`src/rtl/pixel_writer.sv`:
```
// Raster pixel writer: accepts a 2^COORD_W x 2^COORD_W frame of pixels and emits registered
// frame-buffer writes. Optional XOR checksum enabled by defining PIXEL_WRITER_CKSUM_EN.
//   state  | meaning
//   IDLE   | waiting for start; pixels here are protocol errors
//   ACTIVE | accepting pixels in raster order
//   DONE   | one-cycle frame_done, coincides with the final write
module pixel_writer #(
  parameter int COORD_W = 4,
  parameter int DATA_W  = 16
) (
  input  logic                 clk,
  input  logic                 reset,
  input  logic                 start,
  input  logic [DATA_W-1:0]    pix_data,
  input  logic                 pix_valid,
  output logic                 pix_ready,
  output logic                 wr_en,
  output logic [2*COORD_W-1:0] wr_addr,
  output logic [DATA_W-1:0]    wr_data,
  output logic                 frame_done,
  output logic                 busy,
  output logic                 err,
  output logic [DATA_W-1:0]    cksum
);

  typedef enum logic [1:0] {IDLE, ACTIVE, DONE} state_t;

  localparam logic [COORD_W-1:0] COORD_MAX = '1;

  state_t state, state_nxt;
  logic [COORD_W-1:0] col, row;
  logic xfer, last_pix, clear;

  assign xfer     = pix_valid & pix_ready;
  assign last_pix = (col == COORD_MAX) && (row == COORD_MAX);
  // start is honoured in IDLE (arm) and ACTIVE (abort), ignored in DONE
  assign clear    = start && (state != DONE);

  always_ff @(posedge clk or posedge reset) begin
    if (reset) state <= IDLE;
    else       state <= state_nxt;
  end

  always_comb begin
    state_nxt = state;
    case (state)
      IDLE:    if (start) state_nxt = ACTIVE;
      ACTIVE:  if (xfer && last_pix) state_nxt = DONE;
      DONE:    state_nxt = IDLE;
      default: state_nxt = IDLE;
    endcase
  end

  always_comb begin
    pix_ready  = 1'b0;
    busy       = 1'b0;
    frame_done = 1'b0;
    if (state == ACTIVE) pix_ready = ~start;
    if (state != IDLE)   busy = 1'b1;
    if (state == DONE)   frame_done = 1'b1;
  end

  // Coordinates wrap naturally; row advances when col rolls over.
  always_ff @(posedge clk or posedge reset) begin
    if (reset) begin
      col <= '0;
      row <= '0;
    end else if (clear) begin
      col <= '0;
      row <= '0;
    end else if (xfer) begin
      col <= col + 1'b1;
      if (col == COORD_MAX) row <= row + 1'b1;
    end
  end

  always_ff @(posedge clk or posedge reset) begin
    if (reset) begin
      wr_en   <= 1'b0;
      wr_addr <= '0;
      wr_data <= '0;
    end else begin
      wr_en <= xfer;
      if (xfer) begin
        wr_addr <= {row, col};
        wr_data <= pix_data;
      end
    end
  end

  always_ff @(posedge clk or posedge reset) begin
    if (reset)                                             err <= 1'b0;
    else if (clear)                                        err <= 1'b0;
    else if (pix_valid && (state == IDLE || state == DONE)) err <= 1'b1;
  end

`ifdef PIXEL_WRITER_CKSUM_EN
  logic [DATA_W-1:0] cksum_q;

  always_ff @(posedge clk or posedge reset) begin
    if (reset)      cksum_q <= '0;
    else if (clear) cksum_q <= '0;
    else if (xfer)  cksum_q <= cksum_q ^ pix_data;
  end

  assign cksum = cksum_q;
`else
  assign cksum = '0;
`endif

endmodule

```
`config.mk`:
```
export PLATFORM = sky130hd
export DESIGN_NAME = pixel_writer
export DESIGN_NICKNAME = d
export VERILOG_FILES = /design/src/rtl/pixel_writer.sv
export SDC_FILE = /design/constraint.sdc
export NUM_CORES = 1
export LEC_CHECK = 0
export CAP_MARGIN = 5
export CORE_MARGIN = 1.5
export CORE_UTILIZATION = 55
export DETAILED_ROUTE_END_ITERATION = 8
export DONT_BUFFER_PORTS = 1
export GPL_ROUTABILITY_DRIVEN = 0
export PLACE_DENSITY = 0.7
export SLEW_MARGIN = 25
export SYNTH_ARGS = -nofsm -noshare
export SYNTH_HDL_FRONTEND = slang
export SYNTH_SLANG_ARGS = --single-unit
```
`constraint.sdc`:
```
create_clock -name clk -period 1.95 [get_ports clk]
set_input_delay 0.39 -clock clk [delete_from_list [all_inputs] [get_ports clk]]
set_output_delay 0.39 -clock clk [all_outputs]
set_load 0.03 [all_outputs]
```
==> out/results.ini <==
[sta]
max_freq_ghz=0.5856
rsz0062_at_grt=no
hold_violations=0
min_period_over_period_pct=87.57
drv_slew=0
setup-tns-final_ps=0
hold_ws_ps=43.93
finalSetupViolCount=0
finalCriticalPeriod_ps=1708
slew_headroom_pct=54.16
tightest_slew_ps=686.2
finalClockSkew_ps=5.763

[global_routing]
grt_pass1_vias=1077
grt_pass1_wl_mm=4.671
grt.total_usage_pct=18.56
overflow=0
antenna_found_initial=0
grt_max_degree=37

[die]
core_mm2=0.002734
start_util_pct=57.67
rows=19
ioPinCount=65
dieArea_mm2=0.003197
die_w_um=56.54
die_h_um=56.54

[logic_synthesis]
synth_xor_area_share_pct=0.5556
synth-compound-area-share_pct=4.921
synth.cell_area_mm2=0.001577
synth_cell_types=24
synth_seq_cells=36
synth.avg_cell_area_um2=9.009
synth_top_family_by_area=simple AND/OR/NAND/NOR gates
synth_mux_area_share_pct=0.6349
yosys.area_share.simple_pct=23.97
syn_inst=175
yosysSeqAreaShare_pct=57.14
yosysWarnings=0
synthAdderAreaFrac_pct=1.587

[worst_setup_path]
arrival_ps=1320
critPathCaptureType=primary output
worstPathRequired_ps=1560
rrSetupSlack_ps=310
critPathBufInv=0
worstSetupStartpointType=register
critPathMaxFanout=5
critPathKind=register to primary output
crit_family=simple AND/OR/NAND/NOR gates
crit_chain=nor2b_1
slowest_delay_ps=590
cp_slowest_cell=nor2b_1

[clock_network]
cts_root_buffer=clkbuf_4
numCtsBuffers=5
cts.htree.levels=2
post_cts_buffers=0
cts_resized=0
clock_sinks=36
hold_buffers=0
cts_tree=done
clk_transition_reported_paths_ps=100
clk_latency_ps=320
cts_buffer_depth=2

[detailed_routing]
num_vias=1098
wl_mm=2.727
post-route-drc-count=0
dr.pass1.iters=4
ant_nets=0
routedWlPerCell_um=12.92
viasPerCell=5.204
first_iter_violations=31

[outcome]
outcome=completed

[power_and_ir_drop]
power_density_mw_per_mm2=875.6
power_leakage_nw=0.8673
worst_ir_drop_vdd_uv=758.7
power_w=0.001409

[finish]
layout_common_cells=nand2_1 (74), dfrtp_1 (36), conb_1 (16)
final_common_cell=nand2_1
synthToLayoutAreaGrowth_pct=2.063
fin_nets=202
final_layout_size_suffix_gt1_share_pct=7.222
antenna_cells=0

[placed_design]
port_buffers=0
dpl.hpwl_mm=1.988

[run]
maxCapViolCount=0

[worst_hold_path]
hold_path_class=input pin to async pin

[where the power goes]
part	switching [W]	internal, W	total, W
logic	0.000106	0.0000306	0.000136
registers	0.000128	0.000793	0.000921
clock network	0.000218	0.000133	0.000351
[synth_stat cells, drive strengths merged]
cell type,instances,area (um2)
nand2,74,277.8
dfrtp,36,900.9
buf,22,146.4
a21oi,7,35.03
inv,7,26.27
o21ai,4,20.02
nand3,3,15.01
nor2,3,11.26
or3,3,18.77
ha,2,25.02
nor3,2,10.01
o31ai,2,15.01
or4,2,15.01
a211oi,1,7.510
conb,1,3.750
mux2i,1,10.01
nand4,1,6.260
nand4bb,1,11.26
nor2b,1,6.260
or2,1,6.260
xnor2,1,8.760
[layer usage]
layer	part of all wire (%)	wire (um)	global-route usage, %	up-vias
met2	50	1373	31.89	51
met5	0	0	0	-
met1	40	1097	21.81	515
li1	-	-	-	528
met4	0.99	27	6.122	0
met3	8.4	228	5.991	4
[registers in the layout, indices dropped and copies added (netlist names)]
name,count
wr_addr,8
err,1
state,2
row,4
wr_data,16
wr_en,1
col,4
[per-stage QoR]
stage	utilization, %	instances	cell area [um2]	setup slack (ps)
after floorplan	-	190	1633	455.1
after global placement	57.16	204	1563	424.1
after detailed placement	57.16	204	1563	327.2
after CTS	58.86	211	1609	227.1
after global routing	58.86	211	1609	176.5
final	58.86	211	1609	242.3
[final cells by class]
| class | count | area, um2 |
|---|---|---|
| fill | 237 | 1125 |
| sequential | 36 | 900.9 |
| multi-input combinational | 125 | 559.3 |
| clock buffer | 6 | 41.29 |
| tap | 31 | 38.79 |
| timing repair buffer | 5 | 37.54 |
| inverter | 7 | 26.28 |
| clock inverter | 1 | 5.005 |
[logic make-up (layout without fill, tap and decap cells)]
group	count (synthesis)	after routing
flip-flops	36	36
other	1	16
buffers and inverters	29	19
AO/OA/AOI/OAI	14	14
AND/OR/NAND/NOR	91	91
adder cells (fa/ha/maj)	2	2
XOR/XNOR	1	1
multiplexers	1	1
[final timing paths]
| kind | from | endpoint | cells past startpoint |
|---|---|---|---|
| worst max register to register | state[1]$_DFFE_PP0P_ | wr_data[6]$_DFFE_PP0P_ | 6 |
| min in group clk | pix_data[14] | wr_data[14]$_DFFE_PP0P_ | 2 |
| worst max-delay path | state[1]$_DFFE_PP0P_ | frame_done | 1 |
| worst min-delay path | reset | wr_data[12]$_DFFE_PP0P_ | 2 |
| worst min register to register | state[1]$_DFFE_PP0P_ | state[0]$_DFFE_PP0P_ | 1 |
| max in group asynchronous | reset | wr_addr[3]$_DFFE_PP0P_ | 2 |
(Power assumes the default switching activity.)
